### src/rtl/up_counter_mod.sv
// Modulo up-counter with prescaler, synchronous clear/load, terminal-count pulse
// and saturating wrap count with sticky overflow. Cascade by feeding tc into en.
module up_counter_mod #(
    parameter int WIDTH    = 3,
    parameter int MOD_MAX  = 7,
    parameter int PRESCALE = 1,
    parameter int WRAP_W   = 8
) (
    input  logic              clk,
    input  logic              reset,
    input  logic              en,
    input  logic              clr,
    input  logic              load,
    input  logic [WIDTH-1:0]  load_val,
    output logic [WIDTH-1:0]  count,
    output logic              tc,
    output logic [WRAP_W-1:0] wraps,
    output logic              overflow
);

    localparam int PSC_W = (PRESCALE > 1) ? $clog2(PRESCALE) : 1;
    localparam logic [WIDTH-1:0] MAX_V    = WIDTH'(MOD_MAX);
    localparam logic [PSC_W-1:0] PSC_LAST = PSC_W'(PRESCALE - 1);

    logic [PSC_W-1:0] psc;
    logic [WIDTH-1:0] load_clamped;
    logic             step;

    always_comb begin
        load_clamped = (load_val > MAX_V) ? MAX_V : load_val;
        step         = en && (psc == PSC_LAST);
    end

    always_ff @(posedge clk or posedge reset) begin
        if (reset) begin
            count    <= '0;
            psc      <= '0;
            tc       <= 1'b0;
            wraps    <= '0;
            overflow <= 1'b0;
        end else if (clr) begin
            count    <= '0;
            psc      <= '0;
            tc       <= 1'b0;
            wraps    <= '0;
            overflow <= 1'b0;
        end else if (load) begin
            count <= load_clamped;
            psc   <= '0;
            tc    <= 1'b0;
        end else if (step) begin
            psc <= '0;
            if (count == MAX_V) begin
                count <= '0;
                tc    <= 1'b1;
                // wraps saturates; the wrap that would exceed it sets overflow instead
                if (wraps != '1)
                    wraps <= wraps + 1'b1;
                else
                    overflow <= 1'b1;
            end else begin
                count <= count + 1'b1;
                tc    <= 1'b0;
            end
        end else begin
            if (en)
                psc <= psc + 1'b1;
            tc <= 1'b0;
        end
    end

endmodule

### config.mk
export PLATFORM = sky130hd
export DESIGN_NAME = up_counter_mod
export DESIGN_NICKNAME = d
export VERILOG_FILES = /design/src/rtl/up_counter_mod.sv
export SDC_FILE = /design/constraint.sdc
export NUM_CORES = 1
export LEC_CHECK = 0
export CORE_MARGIN = 2
export CORE_UTILIZATION = 45
export DETAILED_ROUTE_END_ITERATION = 12
export GPL_ROUTABILITY_DRIVEN = 1
export PLACE_DENSITY = 0.81
export SETUP_SLACK_MARGIN = 0.15
export SKIP_CTS_REPAIR_TIMING = 1
export SYNTH_ARGS = -nofsm -noshare
export SYNTH_HDL_FRONTEND = slang
export SYNTH_SLANG_ARGS = --single-unit
### constraint.sdc
create_clock -name clk -period 1.6 [get_ports clk]
set_input_delay 0.4 -clock clk [delete_from_list [all_inputs] [get_ports clk]]
set_output_delay 0.4 -clock clk [all_outputs]
set_load 0.02 [all_outputs]
==> summary.md <==
| Metric | Value |
|---|---|
| Layout cells sized above 1 | `28.8%` |
| Mapped Avg Cell Area | `10.8 sq um` |
| Largest net degree at the start of global routing | `15` |
| RSZ-0062 raised after global routing | `true` |
| Pwr dens | `564 nW/um^2` |
| Syn nets | `82` |
| Total track usage | `20.4%` |
| Hold Crit Class | `in2reg` |
| Crit end category | `flip-flop` |
| Root Buffer | `clkbuf_4` |
| DPL Wire Length | `1310 um` |
| CP max FO | `6` |
| Routed WL | `1700 um` |
| GR Overflow Total | `0` |
| Die height | `45.2 um` |
| Period utilization | `92.1%` |
| Vias per std cell | `5.54` |
| Slowest cell delay on critical path | `400 ps` |
| Final Hold Fails | `0` |
| Leading cell type in the layout, fill and taps excluded | `dlymetal6s2s_1` |
| Most common cell on crit path | `ha_4` |
| Mapped Cells | `71` |
| Synth Cell Area | `764 sq um` |
| Max VDD drop | `0.592 mV` |
| Number of global-route vias before repair | `676` |
| Post-layout util | `75.4%` |
| Fmax achieved | `679 MHz` |
| Crit path DAT | `1640 ps` |
| Antenna violations before repair | `0` |
| Commonest cells after routing, fill and taps aside | `dlymetal6s2s_1 (14), buf_4 (12), dfrtp_1 (10)` |
| Core area | `1540 sq um` |
| H-tree depth | `1` |
| DRT antenna net count | `0` |
| Initial drt markers | `6` |
| Final critical-path required period | `1470 ps` |
| Post-synth EDFFs | `0` |
| Critical path data required time | `1770 ps` |
| Max_cap viols | `0` |
| Worst slew pin tran | `220 ps` |
| Ports | `21` |
| DP Area | `1070 sq um` |
| Syn-to-layout area delta | `52.0%` |
| Outcome | `finished, final reports clean` |
| # diodes | `0` |
| Clock sinks | `14` |
| Drt wl/cell | `14.2 um` |
| First-pass detailed-route iteration total | `4` |
| Slowest stage cell on the critical path | `dfrtp_2` |
| Yosys cell types | `32` |
| Largest family of logic cells by synthesized area | `simple AND/OR/NAND/NOR gates` |
| Max-slew headroom | `85.1%` |
| Crit path max-delay family | `flip-flops` |
| Ys async rst share | `100%` |
| Leak pwr | `0.725 nW` |
| Adder-cell area share of the yosys netlist | `4.91%` |
| Yosys warning total | `0` |
| CTS tree | `yes` |
| Max Buffers Root-to-Sink | `2` |
| Synth Area in XOR/XNOR | `3.44%` |
| Fin. max-slew vios | `0` |
| # rows | `14` |
| Routability-driven placement congestion ratio | `0.768` |
| Global-route wire length before repair | `2890 um` |
| Die Width | `45.2 um` |
| Yosys reg bits | `14` |
| Final setup fails | `0` |
| Final #Nets | `117` |
| Setup Skew | `1.48 ps` |
| Synth Flop Type | `dfrtp_1` |
| Post-synthesis simple-gate area fraction | `26.5%` |
| Clock transition at path regs | `70 ps` |
| Worst-Skew Late Latency | `280 ps` |
| Post-synthesis compound-gate area fraction | `10.5%` |
| Remaining DRCs | `0` |
| Fin Hold WS | `368 ps` |
| CP bufs+invs | `0` |
| DIE AREA | `2040 sq um` |
| Critical path class | `reg2reg` |
| Initial Util | `49.6%` |
| Finished Cell Area | `1160 sq um` |
| Inserted Clock Buffers | `3` |
| Startpoint types | `flip-flop` |
| Crit-path cells | `ha_4 -> ha_4 -> and4bb_4 -> o211ai_1 -> xnor2_1 -> nor2_1` |
| # port buffers | `20` |
| Sequential-to-total area share from yosys stat | `45.8%` |
| Mux cell area share after synthesis | `5.40%` |
| Vias | `665` |
state kept, by name, summed over array words and instances, names as in the netlist:
register / count
overflow: 1
tc: 1
wraps: 8
count: 3
psc: 1
logic make-up (layout without fill, tap and decap cells):
group,count (synthesis),in the layout
AND/OR/NAND/NOR,32,32
AO/OA/AOI/OAI,10,10
multiplexers,4,4
XOR/XNOR,3,3
flip-flops,14,14
adder cells (fa/ha/maj),3,3
buffers and inverters,5,38
Yosys cell counts (all sizes together) (2+ instances only):
master  instances  share of area [%]
nor3            6                3.9
a211oi          3                2.9
and3            2                1.6
nand3           2                1.3
nand2           3                1.5
inv             3                1.5
nor2b           2                1.6
xor2            2                2.3
nor2            9                4.7
dfrtp          14                 46
mux2i           3                3.9
ha              3                4.9
layer usage:
layer  vias up  share of wire [%]  GRT usage (%)
met3         4                4.8           7.20
met4         0                1.8           8.82
met2        14                 49           32.3
met1       319                 44           25.1
met5         -                  0              0
li1        328                  -              -
power by group:
part           internal (mW)  leakage (nW)  switching (mW)
Clock                 0.0874        0.0138           0.104
Sequential             0.360         0.187         0.00729
Combinational         0.0549         0.525          0.0416
Total                  0.502         0.725           0.153
cell type report:
class / count / area (sq um)
inverter: 3 / 11.3
tap: 16 / 20.0
clock buffer: 3 / 22.5
multi-input combinational: 52 / 428
timing repair buffer: 32 / 325
fill: 117 / 379
sequential: 14 / 355
through the flow:
stage / setup WS (ps) / cells / power, mW / TNS, ps
2_1_floorplan: 154 / 71 / 0.418 / 0
3_3_place_gp: -63.1 / 115 / 0.464 / -402
3_5_place_dp: -110 / 115 / 0.469 / -784
4_1_cts: -155 / 118 / 0.662 / -1220
5_1_grt: 79.8 / 120 / 0.694 / 0
6_report: 126 / 120 / 0.655 / 0
worst paths after layout:
check                                startpoint              endpoint  slack, ps  cells after the start
min                                          en       psc$_DFFE_PP0P_        370                      2
max in group asynchronous                 reset  count[1]$_DFFE_PP0P_       1010                      3
min reg2reg                overflow$_DFFE_PP0P_  overflow$_DFFE_PP0P_        500                      1
max reg2reg                count[1]$_DFFE_PP0P_  wraps[3]$_DFFE_PP0P_        130                      6
min in group asynchronous                 reset  wraps[6]$_DFFE_PP0P_        410                      3
max                        count[1]$_DFFE_PP0P_  wraps[3]$_DFFE_PP0P_        130                      6
Power figures use the tool's default switching activity.
